<file path="config.mk">
export PLATFORM = sky130hd
export DESIGN_NAME = sssp_edge_expander
export DESIGN_NICKNAME = d
export VERILOG_FILES = /design/src/rtl/sssp_edge_expander.sv
export SDC_FILE = /design/constraint.sdc
export NUM_CORES = 1
export LEC_CHECK = 0
export ABC_AREA = 0
export CAP_MARGIN = 25
export CORE_ASPECT_RATIO = 1.1
export CORE_MARGIN = 2
export CORE_UTILIZATION = 40
export DETAILED_ROUTE_END_ITERATION = 16
export MAX_ROUTING_LAYER = met4
export PLACE_DENSITY = 0.68
export RECOVER_POWER = 25
export SLEW_MARGIN = 15
export SYNTH_ARGS = -nofsm -noshare
export SYNTH_HDL_FRONTEND = slang
export SYNTH_SLANG_ARGS = --single-unit
</file>
<file path="constraint.sdc">
create_clock -name clk -period 5.3 [get_ports clk]
set_input_delay 1.06 -clock clk [delete_from_list [all_inputs] [get_ports clk]]
set_output_delay 1.06 -clock clk [all_outputs]
set_load 0.005 [all_outputs]
</file>
<file path="src/rtl/sssp_edge_expander.sv">
// SSSP edge expander: reads a vertex's offset pair, fetches its neighbour list in
// bursts of up to MAX_BURST beats and streams one child task per edge.
module sssp_edge_expander #(
    parameter int TS_W      = 32,
    parameter int LOC_W     = 32,
    parameter int ADDR_W    = 32,
    parameter int MAX_BURST = 16,
    parameter int TILE_ID   = 0
) (
    input  logic              clk,
    input  logic              rst,
    input  logic [ADDR_W-1:0] cfg_offset_base,
    input  logic [ADDR_W-1:0] cfg_neighbor_base,
    input  logic              cfg_unit_weight,
    input  logic              task_in_valid,
    output logic              task_in_ready,
    input  logic [TS_W-1:0]   in_ts,
    input  logic [LOC_W-1:0]  in_locale,
    output logic              arvalid,
    input  logic              arready,
    output logic [ADDR_W-1:0] araddr,
    output logic [7:0]        arlen,
    output logic [2:0]        arsize,
    input  logic              rvalid,
    output logic              rready,
    input  logic [63:0]       rdata,
    input  logic              rlast,
    output logic              out_valid,
    input  logic              out_ready,
    output logic [TS_W-1:0]   out_ts,
    output logic [LOC_W-1:0]  out_locale,
    output logic              out_last,
    output logic              done_valid,
    output logic              busy,
    output logic [31:0]       edge_count
);

    typedef enum logic [2:0] {
        S_IDLE,
        S_OFF_REQ,
        S_OFF_WAIT,
        S_NBR_REQ,
        S_NBR_STREAM,
        S_DONE
    } state_t;

    localparam logic [31:0] MAX_BURST_W = 32'(MAX_BURST);

    // The tile index has no hardware role; it only tags instances when debugging.
    if (TILE_ID < 0) begin : g_invalid_tile_id
    end

    state_t            state_reg;
    logic [TS_W-1:0]   ts_reg;
    logic [31:0]       cur_reg;
    logic [31:0]       remaining_reg;
    logic              arvalid_reg;
    logic [ADDR_W-1:0] araddr_reg;
    logic [7:0]        arlen_reg;
    logic              done_valid_reg;
    logic [31:0]       edge_count_reg;

    function automatic logic [7:0] burst_arlen(input logic [31:0] rem);
        logic [31:0] len;
        len = (rem < MAX_BURST_W) ? rem : MAX_BURST_W;
        return 8'(len - 32'd1);
    endfunction

    function automatic logic [ADDR_W-1:0] beat_addr(input logic [ADDR_W-1:0] base,
                                                    input logic [31:0]       idx);
        return base + (ADDR_W'(idx) << 3);
    endfunction

    logic              in_stream;
    logic              out_fire;
    logic [31:0]       off_start;
    logic [31:0]       off_end;
    logic [31:0]       cur_len;
    logic [TS_W-1:0]   weight;
    logic [TS_W:0]     ts_sum;

    assign in_stream = (state_reg == S_NBR_STREAM);
    assign off_start = rdata[31:0];
    assign off_end   = rdata[63:32];
    assign cur_len   = 32'(arlen_reg) + 32'd1;

    // Child path is a zero-latency pass-through of the response beat.
    assign weight = cfg_unit_weight ? {{(TS_W-1){1'b0}}, 1'b1} : TS_W'(rdata[63:32]);
    assign ts_sum = {1'b0, ts_reg} + {1'b0, weight};

    assign out_valid  = in_stream & rvalid;
    assign out_fire   = out_valid & out_ready;
    assign out_ts     = ts_sum[TS_W] ? {TS_W{1'b1}} : ts_sum[TS_W-1:0];
    assign out_locale = rdata[LOC_W-1:0];
    assign out_last   = in_stream & rlast & (remaining_reg == 32'd0);
    assign rready     = (state_reg == S_OFF_WAIT) | (in_stream & out_ready);

    assign task_in_ready = (state_reg == S_IDLE);
    assign busy          = (state_reg != S_IDLE);
    assign arvalid       = arvalid_reg;
    assign araddr        = araddr_reg;
    assign arlen         = arlen_reg;
    assign arsize        = 3'd3;
    assign done_valid    = done_valid_reg;
    assign edge_count    = edge_count_reg;

    always_ff @(posedge clk) begin
        if (rst) begin
            state_reg      <= S_IDLE;
            ts_reg         <= '0;
            cur_reg        <= '0;
            remaining_reg  <= '0;
            arvalid_reg    <= 1'b0;
            araddr_reg     <= '0;
            arlen_reg      <= '0;
            done_valid_reg <= 1'b0;
            edge_count_reg <= '0;
        end else begin
            done_valid_reg <= 1'b0;
            if (out_fire) begin
                edge_count_reg <= edge_count_reg + 32'd1;
            end
            case (state_reg)
                S_IDLE: begin
                    if (task_in_valid) begin
                        ts_reg      <= in_ts;
                        arvalid_reg <= 1'b1;
                        araddr_reg  <= beat_addr(cfg_offset_base, 32'(in_locale));
                        arlen_reg   <= 8'd0;
                        state_reg   <= S_OFF_REQ;
                    end
                end
                S_OFF_REQ: begin
                    if (arready) begin
                        arvalid_reg <= 1'b0;
                        state_reg   <= S_OFF_WAIT;
                    end
                end
                S_OFF_WAIT: begin
                    if (rvalid) begin
                        if (off_end <= off_start) begin
                            done_valid_reg <= 1'b1;
                            state_reg      <= S_DONE;
                        end else begin
                            cur_reg       <= off_start;
                            remaining_reg <= off_end - off_start;
                            arvalid_reg   <= 1'b1;
                            araddr_reg    <= beat_addr(cfg_neighbor_base, off_start);
                            arlen_reg     <= burst_arlen(off_end - off_start);
                            state_reg     <= S_NBR_REQ;
                        end
                    end
                end
                S_NBR_REQ: begin
                    // Cursor advances at request time so out_last can see the final burst.
                    if (arready) begin
                        arvalid_reg   <= 1'b0;
                        cur_reg       <= cur_reg + cur_len;
                        remaining_reg <= remaining_reg - cur_len;
                        state_reg     <= S_NBR_STREAM;
                    end
                end
                S_NBR_STREAM: begin
                    if (out_fire && rlast) begin
                        if (remaining_reg == 32'd0) begin
                            done_valid_reg <= 1'b1;
                            state_reg      <= S_DONE;
                        end else begin
                            arvalid_reg <= 1'b1;
                            araddr_reg  <= beat_addr(cfg_neighbor_base, cur_reg);
                            arlen_reg   <= burst_arlen(remaining_reg);
                            state_reg   <= S_NBR_REQ;
                        end
                    end
                end
                S_DONE: begin
                    state_reg <= S_IDLE;
                end
                default: begin
                    state_reg <= S_IDLE;
                end
            endcase
        end
    end

endmodule

</file>
; ---- Word level (Yosys, flattened, before mapping)
; Index checks and enable logic that the tools add are counted.
[op_classes]
n_reduce_logical = 13
n_lt_le_gt_ge = 3
n_addsub = 11
n_mux = 44
eq_ne = 12
bitwise_logic = 6
[op_table]
columns = cell, n
row1 = $mux W32, 13
row2 = $pmux W32 S2, 2
row3 = $add A32 B32 Y32, 3
row4 = $pmux W32 S3, 1
row5 = $lt A32 B5 Y1 const B, 2
row6 = $mux W8, 7
row7 = $add A32 B32 Y33, 1
row8 = $add A32 B1 Y32 const B, 1
row9 = $add A32 B9 Y32, 1
row10 = $le A32 B32 Y1, 1
row11 = $logic_not A32 Y1, 1
row12 = $sub A32 B32 Y32, 1
row13 = $sub A32 B9 Y32, 1
row14 = $pmux W8 S3, 1
row15 = $mux W3, 7
row16 = $sub A8 B1 Y8 const B, 2
row17 = $pmux W3 S5, 1
row18 = $ne A2 B2 Y1 const B, 6
row19 = $mux W1, 10
row20 = $add A8 B1 Y9 const B, 1
row21 = $reduce_and A7 Y1, 1
row22 = $eq A3 B2 Y1 const B, 2
row23 = $reduce_and A6 Y1, 1
row24 = $reduce_bool A3 Y1, 2
row25 = other kinds (15), 20
[totals]
output_inout_bits = 146
inputBits = 200
ff_bits = 173
elab_cells = 98

; ---- Longest topological paths before layout
[depth]
ltp_word = 7
mapped_depth = 19
depth_no_buf = 18

; ---- Worst setup path after synthesis
; No wires, ideal clock.
[synth_path]
kind = input-to-output
startpoint = input cfg_unit_weight
endpoint = output out_ts[13]
stages = 19
slack_ns = -0.384
t_required_ns = 4.240
path_buffers = 3
arrival_time_ns = 4.624
path_cell_list = clkbuf_1 > or2_2 > ha_1 > inv_1 > fa_1 > nor2b_1 > o31a_1 > a2bb2oi_1 > a311o_1 > a31o_2 > and4_1 > o31a_1 > o211ai_1 > a311oi_1 > o21a_1 > nor2_1 > buf_2 > buf_4 > nand2_1
[synth_between]
elab_chain_len = 3
[synth_rtl]
columns = item, line
row1 = "start, declared", 14  ; input logic cfg_unit_weight,
row2 = $mux W32, 88  ; assign weight = cfg_unit_weight ? {{(TS_W-1){1'b0}}, 1'b1} : TS_W'(rdata[63:32]);
row3 = $add A32 B32 Y33, 89  ; assign ts_sum = {1'b0, ts_reg} + {1'b0, weight};
row4 = $mux W32, 93  ; assign out_ts = ts_sum[TS_W] ? {TS_W{1'b1}} : ts_sum[TS_W-1:0];
row5 = "end, declared", 30  ; output logic [TS_W-1:0] out_ts,
; No other way between the ends.

; ---- Final worst setup path
[layout_path]
startpoint = input rdata[32]
endpoint = output out_ts[8]
[layout_between]
elab_chain_len = 3
[layout_rtl]
columns = item, line
row1 = "start, declared", 26  ; input logic [63:0] rdata,
row2 = $mux W32, 88
row3 = $add A32 B32 Y33, 89
row4 = $mux W32, 93
; No other way between the ends.

==> impl_results.md <==
* Port Buffer Count at 339
* Max Slew Vio Count at 37
* H-tree Lvls at 4
* DP HPWL at 49900 um
* FF-to-FF Start: state_reg[2]
* Remaining routing DRC violations at 0
* Synth Flop Type: dfxtp_1
* Synth top area share at 21.2%
* Final min period at 5.74 ns
* Drt wl/cell at 18.9 um
* Cell taking the most area after synthesis: dfxtp_1
* Max Cap Violations at 1
* # IOs at 346
* Setup TNS at -12.52 ns
* Clock Sinks at 170
* Seq/Total Area, Yosys at 21.2%
* Die area at 41800 um2
* Yosys warns at 0
* Ranking of synthesized cells by area: dfxtp_1 21%, ha_1 11%, a21oi_1 6.9%
* Final wirelength at 62700 um
* Die Wd at 195 um
* Violated checks: max-capacitance violations, max-slew violations, negative setup slack
* Root buffer cell: clkbuf_16
* Vias in the first global route at 17900
* Placed Cells at 3258
* Final net count at 3131
* Hold Path Depth at 2
* Netlist cell types at 88
* Max_slew headroom at -24.1%
* Clock tree buffer depth at 2
* Fmax at 174 MHz
* Kind of critical path: in -> out
* Global-route usage over all layers at 30.1%
* Largest net degree at the start of global routing at 79
* First-pass GRT wire length at 97200 um
* Initial Util at 40.3%
* Die Y at 214 um
* Grt total ovfl at 0
* Final setup violation count at 32
* Hold Path Class: reg -> reg
* Leakage at 0.00982 uW
* Commonest non-fill, non-tap cells in the layout: 295 x buf_4, 261 x clkdlybuf4s50_1, 251 x nand2_1
* Filler cells at 3739
* EDFF count, synth at 0
* CTS tree: done
* Min-delay src: ts_reg[13]
* Clk_skew at 0.0197 ns
* Row cnt at 77
* P&R area growth vs syn at 41.3%
* Power per Cell Area at 322 nW/um2
* Vias at 18800
* Ys async rst share at 0%
* Antenna violations before repair at 7
* Worst-margin pin slew at 1.86 ns
* Number of buffers created by CTS at 17
* Maximum fanout along the worst path at 5
* Syn Area/Cell at 7.14 um2
* Initial DRT Pass Iterations at 5
* #FFs+latches synth at 170
* Routed vias/inst at 5.68
* Met2 GRT Util at 48.0%
* Hold Buf Count CTS at 0
* Synthesized instance count at 2253
* CTS clock-pin slew for the worst setup and hold paths at 0.08 ns
* Critical Path AT at 4.68 ns
* Mapped Area at 16100 um2
* Routability cong. at 0.958
* Global route hottest layer: met2
* Leading cell type in the layout, fill and taps excluded: buf_4
* Fin worst setup slack at -0.445 ns
* Worst setup SP type: primary input
* Reg2reg setup slack at 0.77 ns
* Reg2reg path depth at 20
* Clk_lat worst skew at 0.47 ns
* Fin cells at 3317
* Initial DRC Count at 1351
* Critical path endpoint category: output port
* Layout cell share with drive strength beyond 1 at 16.5%
* VDD IR max at 233 uV
* Grt met3 use at 3.71%
* Area of the core at 39900 um2
* Unrepaired setup endpoints after global routing: true
* Endpoints failing hold at 0
* Fin Hold WS at 0.466 ns
* Met1 GRT Util at 37.8%
* Status: complete, but fails checks
* CP Data Required Time at 4.24 ns
* Period utilization at 108%
* Worst Hold End: ts_reg[13]
* Final antenna-violating net count at 0
* FF-to-FF End: araddr[30]
[cell type report]
class,count,area [um2],share of cell area (%)
inverters,95,357,1.57
flip-flops and latches,170,3400,15.0
multi-input cells,1850,11900,52.5
diodes,7,17.5,0.0771
clock inverters,14,170,0.749
repair buffers,650,5770,25.4
well taps,513,642,2.83
clock buffers,18,439,1.93
[repair_timing]
action / CTS / global route
setup buffers: 12 / 6
gates resized for setup: 152 / 62
cloned: 4 / 0
setup endpoints to repair: 33 / 36
pin swaps: 18 / 13
endpoints found under the hold margin: 0 / 0
[routing by layer]
layer | vias up | routed length [um]
met5 | - | 0
met4 | 0 | 2880
met3 | 130 | 3690
met2 | 683 | 28900
li1 | 9173 | -
met1 | 8844 | 27300
[kinds of logic (layout without fill, tap and decap cells)]
| family | after synthesis | in the layout | synth area share (%) |
|---|---|---|---|
| fa+ha+maj | 147 | 147 | 11.7 |
| other cells | 2 | 10 | 0.0467 |
| xor+xnor | 126 | 126 | 6.91 |
| mux | 8 | 8 | 0.521 |
| flops | 170 | 170 | 21.2 |
| simple gates | 870 | 870 | 25.7 |
| buf+inv | 234 | 777 | 6.35 |
| compound gates | 696 | 696 | 27.6 |
[synth_stat cells (12+ instances only)]
master    count
nand2_1     268
nor2_1      232
a21oi_1     221
dfxtp_1     170
o21ai_0     146
ha_1        141
inv_1        95
clkbuf_1     94
xnor2_1      79
nor3_1       66
nand3_1      57
nor2b_1      53
a211oi_1     51
a21o_1       48
xor2_1       46
buf_4        36
nand4_1      31
and3_1       30
nand2b_1     28
or3_1        28
o21a_1       26
and2_1       21
a22oi_1      18
o211ai_1     17
a221oi_1     16
a31oi_1      15
o22ai_1      14
nor4_1       13
o21ai_1      12
o21bai_1     12
or2_2        12
[power by group]
group          switching (uW)  internal, uW
sequential                202          1510
combinational            2330          1930
clock                     659           692
[metrics by stage]
| step | worst slack, ns | utilization (%) | power (uW) | area (um2) |
|---|---|---|---|---|
| 2_1_floorplan | -0.223 | - | 4120 | 16100 |
| 3_3_place_gp | -1.18 | 54.5 | 5850 | 21700 |
| 3_5_place_dp | -1.16 | 54.6 | 5920 | 21800 |
| 4_1_cts | -0.487 | 56.5 | 7270 | 22500 |
| 5_1_grt | -0.597 | 56.9 | 7810 | 22700 |
| 6_report | -0.445 | 56.9 | 7320 | 22700 |
[critical path, cell delays in order]
cell       delay, ns
buf_6           0.09
or2_4           0.24
ha_4            0.16
inv_2           0.05
fa_2            0.22
nor2b_4         0.05
o31a_1          0.30
a2bb2oi_2       0.15
a311o_1         0.34
a31o_2          0.27
and4_4          0.15
o31a_1          0.25
o211ai_1        0.26
a311oi_2        0.16
o21a_1          0.25
nor2_4          0.13
buf_6           0.11
buf_6           0.12
buf_16          0.13
nand2_2         0.04
buf_2           0.13
[worst max-delay path by stage]
stage | cells after the start | endpoint | slack, ns | start
after floorplan | 19 | out_ts[13] | -0.22 | cfg_unit_weight
after global placement | 18 | out_ts[30] | -1.18 | cfg_unit_weight
after detailed placement | 18 | out_ts[30] | -1.16 | cfg_unit_weight
after CTS | 22 | out_ts[7] | -0.49 | cfg_unit_weight
after global routing | 21 | out_ts[8] | -0.60 | rdata[32]
final | 21 | out_ts[8] | -0.44 | rdata[32]
(Power assumes the default switching activity.)
